==> config.mk <==
export PLATFORM = sky130hd
export DESIGN_NAME = half_adder_flat
export DESIGN_NICKNAME = d
export VERILOG_FILES = /design/src/rtl/half_adder_if.sv /design/src/rtl/half_adder.sv /design/src/flat_wrapper.sv
export SDC_FILE = /design/constraint.sdc
export NUM_CORES = 1
export LEC_CHECK = 0
export ABC_AREA = 1
export CORE_UTILIZATION = 30
export DETAILED_ROUTE_END_ITERATION = 12
export DONT_BUFFER_PORTS = 1
export SLEW_MARGIN = 40
export SYNTH_ARGS = -nofsm -noshare
export SYNTH_HDL_FRONTEND = slang
export SYNTH_SLANG_ARGS = --single-unit
==> constraint.sdc <==
create_clock -name clk -period 4.5 [get_ports clk]
set_input_delay 0.675 -clock clk [delete_from_list [all_inputs] [get_ports clk]]
set_output_delay 0.675 -clock clk [all_outputs]
set_load 0.1 [all_outputs]
==> src/rtl/half_adder_if.sv <==
// Operand/result bundle for the half_adder lane bank.
// Latency: none (wiring only); the attached half_adder sets result timing.
// Backpressure: none; in_valid qualifies a sample and there is no ready path.
//
// Signals:
//   a_in, b_in     operands, one bit per lane          (master -> slave)
//   in_valid       qualifies a_in/b_in                 (master -> slave)
//   cnt_clr        synchronous clear of carry_events   (master -> slave)
//   sum_out        per-lane a XOR b                    (slave -> master)
//   carry_out      per-lane a AND b                    (slave -> master)
//   out_valid      qualifies sum_out/carry_out         (slave -> master)
//   carry_events   saturating count of carry samples   (slave -> master)
interface half_adder_if #(
    parameter int WIDTH = 1,
    parameter int CNT_W = 16
);
    logic [WIDTH-1:0] a_in;
    logic [WIDTH-1:0] b_in;
    logic             in_valid;
    logic             cnt_clr;
    logic [WIDTH-1:0] sum_out;
    logic [WIDTH-1:0] carry_out;
    logic             out_valid;
    logic [CNT_W-1:0] carry_events;

    // Stimulus / consumer side.
    modport master (
        output a_in,
        output b_in,
        output in_valid,
        output cnt_clr,
        input  sum_out,
        input  carry_out,
        input  out_valid,
        input  carry_events
    );

    // Half-adder side.
    modport slave (
        input  a_in,
        input  b_in,
        input  in_valid,
        input  cnt_clr,
        output sum_out,
        output carry_out,
        output out_valid,
        output carry_events
    );
endinterface

==> src/rtl/half_adder.sv <==
// Bank of WIDTH independent 1-bit half adders with a saturating carry-event counter.
// Latency: 0 cycles when REG_OUT=0, exactly 1 cycle when REG_OUT=1; one result per cycle.
// Backpressure: none; samples with in_valid=0 are ignored (registered results hold).
//
// Ports:
//   clk    rising-edge clock for the result registers and the counter
//   rst_n  asynchronous active-low reset; clears registered results and counter
//   ha     half_adder_if slave: a_in/b_in/in_valid/cnt_clr in,
//          sum_out/carry_out/out_valid/carry_events out
module half_adder #(
    parameter int WIDTH   = 1,
    parameter int REG_OUT = 0,
    parameter int CNT_W   = 16
) (
    input  logic       clk,
    input  logic       rst_n,
    half_adder_if.slave ha
);

    localparam logic [CNT_W-1:0] CNT_MAX = {CNT_W{1'b1}};
    localparam logic [CNT_W-1:0] CNT_ONE = CNT_W'(1);

    // Lane arithmetic: no carry crosses lanes, so every bit is independent.
    logic [WIDTH-1:0] sum_c;
    logic [WIDTH-1:0] carry_c;

    assign sum_c   = ha.a_in ^ ha.b_in;
    assign carry_c = ha.a_in & ha.b_in;

    // A sample counts as a carry event when accepted and any lane carries.
    logic carry_hit;
    assign carry_hit = ha.in_valid & (|carry_c);

    generate
        if (REG_OUT != 0) begin : g_reg
            logic [WIDTH-1:0] sum_q;
            logic [WIDTH-1:0] carry_q;
            logic             vld_q;

            // Results load only on accepted samples; out_valid tracks
            // whether the most recent edge carried a fresh result.
            always_ff @(posedge clk or negedge rst_n) begin
                if (!rst_n) begin
                    sum_q   <= '0;
                    carry_q <= '0;
                    vld_q   <= 1'b0;
                end else begin
                    vld_q <= ha.in_valid;
                    if (ha.in_valid) begin
                        sum_q   <= sum_c;
                        carry_q <= carry_c;
                    end
                end
            end

            assign ha.sum_out   = sum_q;
            assign ha.carry_out = carry_q;
            assign ha.out_valid = vld_q;
        end else begin : g_comb
            // Pure combinational path; reset and clock do not touch it.
            assign ha.sum_out   = sum_c;
            assign ha.carry_out = carry_c;
            assign ha.out_valid = ha.in_valid;
        end
    endgenerate

    // Debug counter: clear wins over increment, and it sticks at all-ones.
    logic [CNT_W-1:0] cnt_q;

    always_ff @(posedge clk or negedge rst_n) begin
        if (!rst_n) begin
            cnt_q <= '0;
        end else if (ha.cnt_clr) begin
            cnt_q <= '0;
        end else if (carry_hit && (cnt_q != CNT_MAX)) begin
            cnt_q <= cnt_q + CNT_ONE;
        end
    end

    assign ha.carry_events = cnt_q;

endmodule

==> src/flat_wrapper.sv <==
// flat-port wrapper written by rule: the top's interface ports become plain ports
module half_adder_flat 
#(
    parameter int WIDTH   = 1,
    parameter int REG_OUT = 0,
    parameter int CNT_W   = 16
)
  (clk, rst_n, ha_a_in, ha_b_in, ha_in_valid, ha_cnt_clr, ha_sum_out, ha_carry_out, ha_out_valid, ha_carry_events);
  half_adder_if #(.WIDTH(WIDTH), .CNT_W(CNT_W)) ha_i ();
  input  logic clk;
  input  logic rst_n;
  input wire logic [$bits(ha_i.a_in)-1:0] ha_a_in;
  input wire logic [$bits(ha_i.b_in)-1:0] ha_b_in;
  input wire logic [$bits(ha_i.in_valid)-1:0] ha_in_valid;
  input wire logic [$bits(ha_i.cnt_clr)-1:0] ha_cnt_clr;
  output wire logic [$bits(ha_i.sum_out)-1:0] ha_sum_out;
  output wire logic [$bits(ha_i.carry_out)-1:0] ha_carry_out;
  output wire logic [$bits(ha_i.out_valid)-1:0] ha_out_valid;
  output wire logic [$bits(ha_i.carry_events)-1:0] ha_carry_events;
  assign ha_i.a_in = ha_a_in;
  assign ha_i.b_in = ha_b_in;
  assign ha_i.in_valid = ha_in_valid;
  assign ha_i.cnt_clr = ha_cnt_clr;
  assign ha_sum_out = ha_i.sum_out;
  assign ha_carry_out = ha_i.carry_out;
  assign ha_out_valid = ha_i.out_valid;
  assign ha_carry_events = ha_i.carry_events;
  half_adder #(.WIDTH(WIDTH), .REG_OUT(REG_OUT), .CNT_W(CNT_W)) u_core (.clk(clk), .rst_n(rst_n), .ha(ha_i));
endmodule
# --- After elaboration in Yosys (flattened, before gate mapping) ---
# Cells that the tools add are included.
word_totals:
  latchBits: 0
  ram_bits: 0
  input_bits: 6
  rom_bits: 0
  n_memories: 0
  reg_bits: 16
  wordCells: 10
op_classes:
  div_mod_pow: 0
  shifts: 0
  muxes: 2
  bitwise: 3
  n_reduce_logical: 2
  mul: 0
  magnitude_cmp: 0
  eq_ne: 1
  n_addsub: 1
op_table:
  columns: ["cell", "count"]
  rows:
  - ["two-way mux 16 bit", 2]
  - ["adder 16 x 1 -> 16 bit, second input constant", 1]
  - ["!= test 16 bit, second input constant", 1]
  - ["AND 1 bit", 2]
  - ["nonzero test 2 bit", 1]
  - ["logical AND 1 bit", 1]
  - ["XOR 1 bit", 1]

# --- Longest topological paths before layout ---
# Gate-level depths: netlist (run 1).
logic_depth:
  depth_word: 5
  mapped_depth: 10
  mapped_depth_nobuf: 9

# --- Least setup slack after synthesis (run 1) ---
# OpenSTA, ideal clock, no wires.
synth_timing:
  path_kind: "input-to-reg"
  start: "input port ha_b_in"
  end: "register u_core.cnt_q[2] (netlist: u_core.ha.carry_events[2])"
  path_stages: 7
  arrival_ns: 2.357
  setup_slack_ns: 2.019
  setup_time_ns: 0.124
  path_cell_list: "ha_1 -> nand2_1 -> o21ai_4 -> clkinv_2 -> buf_6 -> nand2_1 -> nand2_1"
synth_between:
  elab_chain_len: 4
synth_lines:
  columns: ["item", "line_no", "rtl"]
  rows:
  - ["start, declared", "flat_wrapper.sv:13", "input wire logic [$bits(ha_i.b_in)-1:0] ha_b_in;"]
  - ["AND 1 bit", "half_adder.sv:28", "assign carry_c = ha.a_in & ha.b_in;"]
  - ["AND 1 bit", "half_adder.sv:32", "assign carry_hit = ha.in_valid & (|carry_c);"]
  - ["logical AND 1 bit", "half_adder.sv:75", "end else if (carry_hit && (cnt_q != CNT_MAX)) begin"]
  - ["nonzero test 2 bit (no line)", null, null]
  - ["end signal, assigned", "half_adder.sv:76", "cnt_q <= cnt_q + CNT_ONE;"]
  - ["end, declared", "half_adder.sv:68", "logic [CNT_W-1:0] cnt_q;"]
# No other way between the ends.
# A chain may end at the register's enable or synchronous reset.

# --- Worst setup path in the final report (run 1) ---
layout_timing:
  start: "input port ha_b_in"
  end: "output port ha_sum_out"
layout_between:
  elab_chain_len: 1
layout_lines:
  columns: ["item", "line_no", "rtl"]
  rows:
  - ["XOR 1 bit", "half_adder.sv:27", "assign sum_c = ha.a_in ^ ha.b_in;"]
  - ["end, declared", "flat_wrapper.sv:16", "output wire logic [$bits(ha_i.sum_out)-1:0] ha_sum_out;"]
# No other way between the ends.

==> results of run 1 <==
==> stage by stage <==
step | setup WS [ns] | area (um^2) | power [mW] | utilization
after floorplan | 2.02 | 1030 | 0.178 | -
after global placement | 2.11 | 1070 | 0.175 | 0.340
after detailed placement | 2.31 | 1090 | 0.176 | 0.347
after CTS | 2.31 | 1130 | 0.275 | 0.358
after global routing | 2.17 | 1130 | 0.281 | 0.358
final | 2.31 | 1130 | 0.271 | 0.358
==> final cells by class <==
type                            instances  area, um^2  area share
Timing Repair Buffer                    1        7.51     0.00664
Tap cell                               44        55.1      0.0487
Multi-Input combinational cell        118         567       0.502
Clock buffer                            4        36.3      0.0321
Sequential cell                        16         420       0.372
Inverter                               11        43.8      0.0388
==> synthesized netlist by cell type, drive strengths merged <==
cell | n | area [um^2]
inv | 7 | 26.3
o21ai | 3 | 26.3
xor2 | 4 | 35.0
clkinv | 4 | 17.5
nand4 | 8 | 50.1
o21bai | 2 | 15.0
ha | 2 | 25.0
buf | 3 | 22.5
dfrtp | 16 | 400
nand2 | 58 | 220
o211ai | 1 | 7.51
nor2 | 20 | 87.6
a21oi | 4 | 20.0
nand3 | 16 | 80.1
==> worst paths after layout <==
check                                                               to  depth (start not counted)
worst max register to register  u_core.ha.carry_events[10]$_DFFE_PN0P_                          8
worst min-delay path             u_core.ha.carry_events[5]$_DFFE_PN0P_                          0
worst max-delay path                                        ha_sum_out                          1
max in group asynchronous        u_core.ha.carry_events[9]$_DFFE_PN0P_                          0
worst min register to register   u_core.ha.carry_events[1]$_DFFE_PN0P_                          2
min in group clk                 u_core.ha.carry_events[4]$_DFFE_PN0P_                          3
==> cells by family (layout without fill, tap and decap cells) <==
family / Yosys count / after routing / share of synthesized area
AND/OR/NAND/NOR: 102 / 102 / 0.424
flip-flops: 16 / 16 / 0.387
buffers and inverters: 14 / 16 / 0.0642
AO/OA/AOI/OAI: 10 / 10 / 0.0666
XOR/XNOR: 4 / 4 / 0.0339
adder cells (fa/ha/maj): 2 / 2 / 0.0242
==> power groups by stage <==
stage | clock network, mW | logic (mW) | registers (mW)
after floorplan | 0 | 0.0262 | 0.152
after global placement | 0 | 0.0231 | 0.152
after detailed placement | 0 | 0.0233 | 0.152
after CTS | 0.102 | 0.0234 | 0.150
after global routing | 0.107 | 0.0247 | 0.150
final | 0.0983 | 0.0233 | 0.150
==> routing by layer <==
layer	share of wire	up-vias	GRT usage
met5	0	-	0
met4	0.013	0	0.0422
met3	0.066	5	0.0682
met2	0.43	30	0.210
met1	0.49	444	0.190
li1	-	482	-
==> worst register-to-register path, delay by kind of cell, from the launching register on <==
kind                     cells  cell delay, ns
flip-flops                   1            0.63
AND/OR/NAND/NOR              7            1.13
adder cells (fa/ha/maj)      1            0.33
==> impl_metrics.csv, run 1 <==
group,metric,value,unit
grt,grt_max_degree,17,
sta,max-slew-margin-rel,0.431,
setup_path,crit_family,"adder cells",
place,place_inst,190,
clock_network,post_cts_resized,0,
setup_path,crit_start,"ha_b_in",
setup_path,cp_max_fo,1,
sta,skew,0.00206,ns
pwr,powerDensity,240,mW/mm^2
sta,holdWs,0.0582,ns
detailed_routing,ant_nets,0,
yosys,post_synth_num_cell_types,22,
yosys,syn_inst,148,
floorplanning,dieArea,0.00368,mm^2
sta,worst_slew_pin_slew,0.855,ns
pwr,p_sw,0.0737,mW
clock_network,cts_setup_buffers,0,
yosys,yosysWarnings,0,
sta,report.final.slew_viol_count,0,
yosys,syn_nets,156,
finish,fin_nets,159,
pwr,power.share.sequential,0.552,
detailed_routing,dr.first_iter.drc_count,65,
setup_path,slowest_delay,0.83,ns
sta,tns,0,ns
yosys,syn_area,0.00103,mm^2
setup_path,cp_num_buf_inv,0,
clock_network,clockBufferDepth,2,
sta,hold_violations,0,
finish,post_route_cells_drive_above_1_share,0.187,
place,port_buffers,0,
pwr,p_comb_frac,0.086,
pwr,p_leak,0.473,nW
clock_network,clock_latency,0.29,ns
sta,fin_crit,2.19,ns
finish,num-fill-cells,353,
clock_network,clk_pin_slew,0.10,ns
floorplanning,io-pin-count,25,
clock_network,cts_buffers,3,
floorplanning,core-area,0.00315,mm^2
setup_path,worstPathRequired,3.83,ns
grt,gr-total-overflow,0,
finish,diodes,0,
yosys,avgSynthCellArea,6.98,um^2
pwr,ir_drop,140,uV
setup_path,crit_path_end_kind,"output port",
detailed_routing,drt-total-wl,2.43,mm
clock_network,cts_root_buf,"clkbuf_4",
grt,grt_usage,0.144,
grt,grt_pass1_vias,821,
finish,final_cell_mix,"nand2_1 (57), nor2_1 (17), nand3_1 (16), dfrtp_2 (16), nand4_1 (8)",
sta,max_freq,458,MHz
pwr,p_int,0.197,mW
setup_path,worstPathArrival,1.51,ns
clock_network,htreeDepth,1,
floorplanning,row_count,20,
finish,layout.cells.most_common,"nand2_1",
detailed_routing,drt-pass1-iter-count,4,
clock_network,postCtsHoldBufs,0,
clock_network,clkSinkCount,16,
finish,largest_register_ffs,16,
finish,syn_to_final_growth,9.32,%
detailed_routing,wl_per_cell,12.5,um
floorplanning,fp.dieH,60.7,um
finish,fin_cells,194,
pwr,clockPowerShare,0.362,
setup_path,cp_slowest_cell,"ha_1",
grt,grt_antenna_before_repair,0,
grt,grt_pass1_wl,3.88,mm
setup_path,cp-start-kind,"input port",
setup_path,critPathKind,"in2out",
setup_path,path_cells,"ha_1",
floorplanning,chipWidth,60.7,um
sta,min_period_over_period,0.486,
sta,rsz0062_at_grt,"no",
setup_path,r2r_setup_slack,2.35,ns
detailed_routing,vias,961,
clock_network,cts_tree,"built",
outcome,status,"finished, final reports clean",
pwr,swShare,0.272,
place,hpwl,1.80,mm
yosys,seq_area_frac_synth,0.387,
detailed_routing,drcViolationCount,0,
yosys,ys_ff_latch,16,
detailed_routing,via_per_inst,4.95,
flow_run,cap_violations,0,
min_path,min_path_type,"in2async",
sta,finalSetupViolCount,0,
place,place.gp.congestion,0.811,
setup_path,r2r-start,"u_core.ha.carry_events[0]$_DFFE_PN0P_",
floorplanning,initial_core_util,0.328,
Power figures use the tool's default switching activity.
==> run 2: changes to the inputs <==
==> constraint.sdc (replaced) <==
create_clock -name clk -period 2.1 [get_ports clk]
set_input_delay 0.315 -clock clk [delete_from_list [all_inputs] [get_ports clk]]
set_output_delay 0.315 -clock clk [all_outputs]
set_load 0.1 [all_outputs]
==> run 2 against run 1 <==
Sequential power increased by 110%. Clock skew rose by 0.00076 ns. Cell count up 10%. Combinational power rose to 3.2 times the previous value. Critical path depth increased by 8. Critical path type is now reg2reg. Largest cell class unchanged.
==> impl_metrics.csv, run 2 (synthesis gave the netlist of run 1 again) <==
group,metric,value,unit
detailed_routing,drt-total-wl,2.51,mm
finish,layout.cells.most_common,"nand2_1",
sta,fin_crit,1.79,ns
detailed_routing,via_per_inst,4.83,
detailed_routing,met1Wirelength,1.18,mm
pwr,power.share.sequential,0.557,
setup_path,worstPathArrival,1.97,ns
clock_network,htreeDepth,1,
grt,grt_antenna_before_repair,0,
grt,grt_max_degree,17,
sta,report.final.slew_viol_count,0,
clock_network,clockBufferDepth,2,
setup_path,path_cells,"ha_1 > nand2_1 > nor2_2 > nand2_2 > nor2_4 > o21ai_4 > clkinv_2 > nand2_1 > nand2_1",
clock_network,cts_tree,"built",
grt,grt_pass1_vias,940,
place,hpwl,1.94,mm
detailed_routing,met2WireLength,1.16,mm
detailed_routing,drt-pass1-iter-count,4,
setup_path,cp_num_buf_inv,1,
floorplanning,chipWidth,60.7,um
pwr,ir_drop,231,uV
sta,holdWs,0.176,ns
detailed_routing,dr.first_iter.drc_count,55,
clock_network,postCtsHoldBufs,1,
sta,tns,0,ns
place,detailed_place.area,0.00121,mm^2
pwr,p_int,0.398,mW
finish,diodes,0,
finish,largest_register_ffs,16,
finish,design_area,0.00126,mm^2
detailed_routing,drcViolationCount,0,
flow_run,cap_violations,0,
clock_network,cts_root_buf,"clkbuf_4",
pwr,p_comb_frac,0.132,
pwr,swShare,0.285,
floorplanning,fp.dieH,60.7,um
finish,fin_nets,179,
setup_path,worst_path_most_repeated_cell,"nand2_1",
setup_path,cp_slowest_cell,"dfrtp_2",
floorplanning,io-pin-count,25,
sta,max_freq,560,MHz
finish,final_cell_mix,"nand2_1 (57), buf_4 (19), nor2_1 (17)",
finish,syn_to_final_growth,21.5,%
grt,gr-total-overflow,0,
detailed_routing,met3_wirelength,163,um
setup_path,crit_family,"simple AND/OR/NAND/NOR gates",
pwr,powerDensity,443,mW/mm^2
min_path,min_path_type,"in2reg",
detailed_routing,top_layer,"met4",
pwr,clockPowerShare,0.311,
pwr,p_leak,0.593,nW
detailed_routing,wl_per_cell,11.7,um
sta,rsz0062_at_grt,"no",
outcome,status,"finished, final reports clean",
sta,hold_violations,0,
detailed_routing,vias,1034,
setup_path,critPathKind,"reg2reg",
clock_network,clock_latency,0.29,ns
floorplanning,row_count,20,
clock_network,cts_setup_buffers,0,
grt,grt_pass1_wl,4.26,mm
pwr,p_sw,0.159,mW
clock_network,cts_buffers,3,
sta,min_period_over_period,0.851,
clock_network,post_cts_resized,0,
sta,max-slew-margin-rel,0.674,
clock_network,clkSinkCount,16,
finish,post_route_cells_drive_above_1_share,0.200,
finish,final_util,0.398,
grt,grt_usage,0.155,
place,port_buffers,0,
floorplanning,initial_core_util,0.328,
detailed_routing,ant_nets,0,
setup_path,cp_max_fo,15,
clock_network,clk_pin_slew,0.10,ns
place,place.gp.congestion,0.775,
sta,worst_slew_pin_slew,0.490,ns
floorplanning,dieArea,0.00368,mm^2
setup_path,cp-start-kind,"flop",
setup_path,worstPathRequired,2.28,ns
setup_path,crit_path_end_kind,"flop",
setup_path,slowest_delay,0.41,ns
floorplanning,core-area,0.00315,mm^2
sta,finalSetupViolCount,0,
sta,skew,0.00282,ns
-- run 2: cell type report --
cell class                      instances  area (um^2)
Clock buffer                            4         26.3
Fill cell                             352         1900
Inverter                               11         43.8
Multi-Input combinational cell        118          569
Sequential cell                        16          404
Tap cell                               44         55.1
Timing Repair Buffer                   21          158
-- run 2: power groups by stage --
| stage | registers [mW] | clock network (mW) | logic [mW] |
|---|---|---|---|
| global placement | 0.316 | 0 | 0.0648 |
| CTS | 0.310 | 0.182 | 0.0738 |
| detailed placement | 0.316 | 0 | 0.0658 |
| floorplan | 0.327 | 0 | 0.0575 |
| finish | 0.310 | 0.173 | 0.0734 |
| global route | 0.310 | 0.202 | 0.0792 |
-- run 2: worst reg2reg max path: stages, from the launching register on --
cell and delay (ns):
dfrtp_2 0.41, ha_1 0.23, nand2_1 0.09, nor2_2 0.05
nand2_2 0.12, nor2_4 0.06, o21ai_4 0.25, clkinv_2 0.28
nand2_1 0.12, nand2_1 0.06
-- run 2: path summary, 6_finish.rpt --
path,from,end,slack (ns),depth (start not counted)
setup / recovery,u_core.ha.carry_events[0]$_DFFE_PN0P_,u_core.ha.carry_events[7]$_DFFE_PN0P_,0.31,9
hold / removal,ha_cnt_clr,u_core.ha.carry_events[4]$_DFFE_PN0P_,0.18,3
setup reg to reg,u_core.ha.carry_events[0]$_DFFE_PN0P_,u_core.ha.carry_events[7]$_DFFE_PN0P_,0.31,9
hold reg to reg,u_core.ha.carry_events[5]$_DFFE_PN0P_,u_core.ha.carry_events[5]$_DFFE_PN0P_,0.59,2
max in group asynchronous,rst_n,u_core.ha.carry_events[3]$_DFFE_PN0P_,1.34,2
min in group asynchronous,rst_n,u_core.ha.carry_events[2]$_DFFE_PN0P_,0.47,2
-- run 2: through the flow --
step / power (mW) / cells / setup WS (ns)
2_1_floorplan: 0.384 / 148 / 0.0444
3_3_place_gp: 0.381 / 208 / 0.417
3_5_place_dp: 0.382 / 208 / 0.344
4_1_cts: 0.566 / 213 / 0.322
5_1_grt: 0.592 / 214 / 0.153
6_report: 0.556 / 214 / 0.313
-- run 2: metal layers --
layer | GRT usage | up-vias
met1 | 0.202 | 479
met2 | 0.259 | 27
met5 | 0 | -
li1 | - | 526
met3 | 0.0576 | 2
met4 | 0.00974 | 0
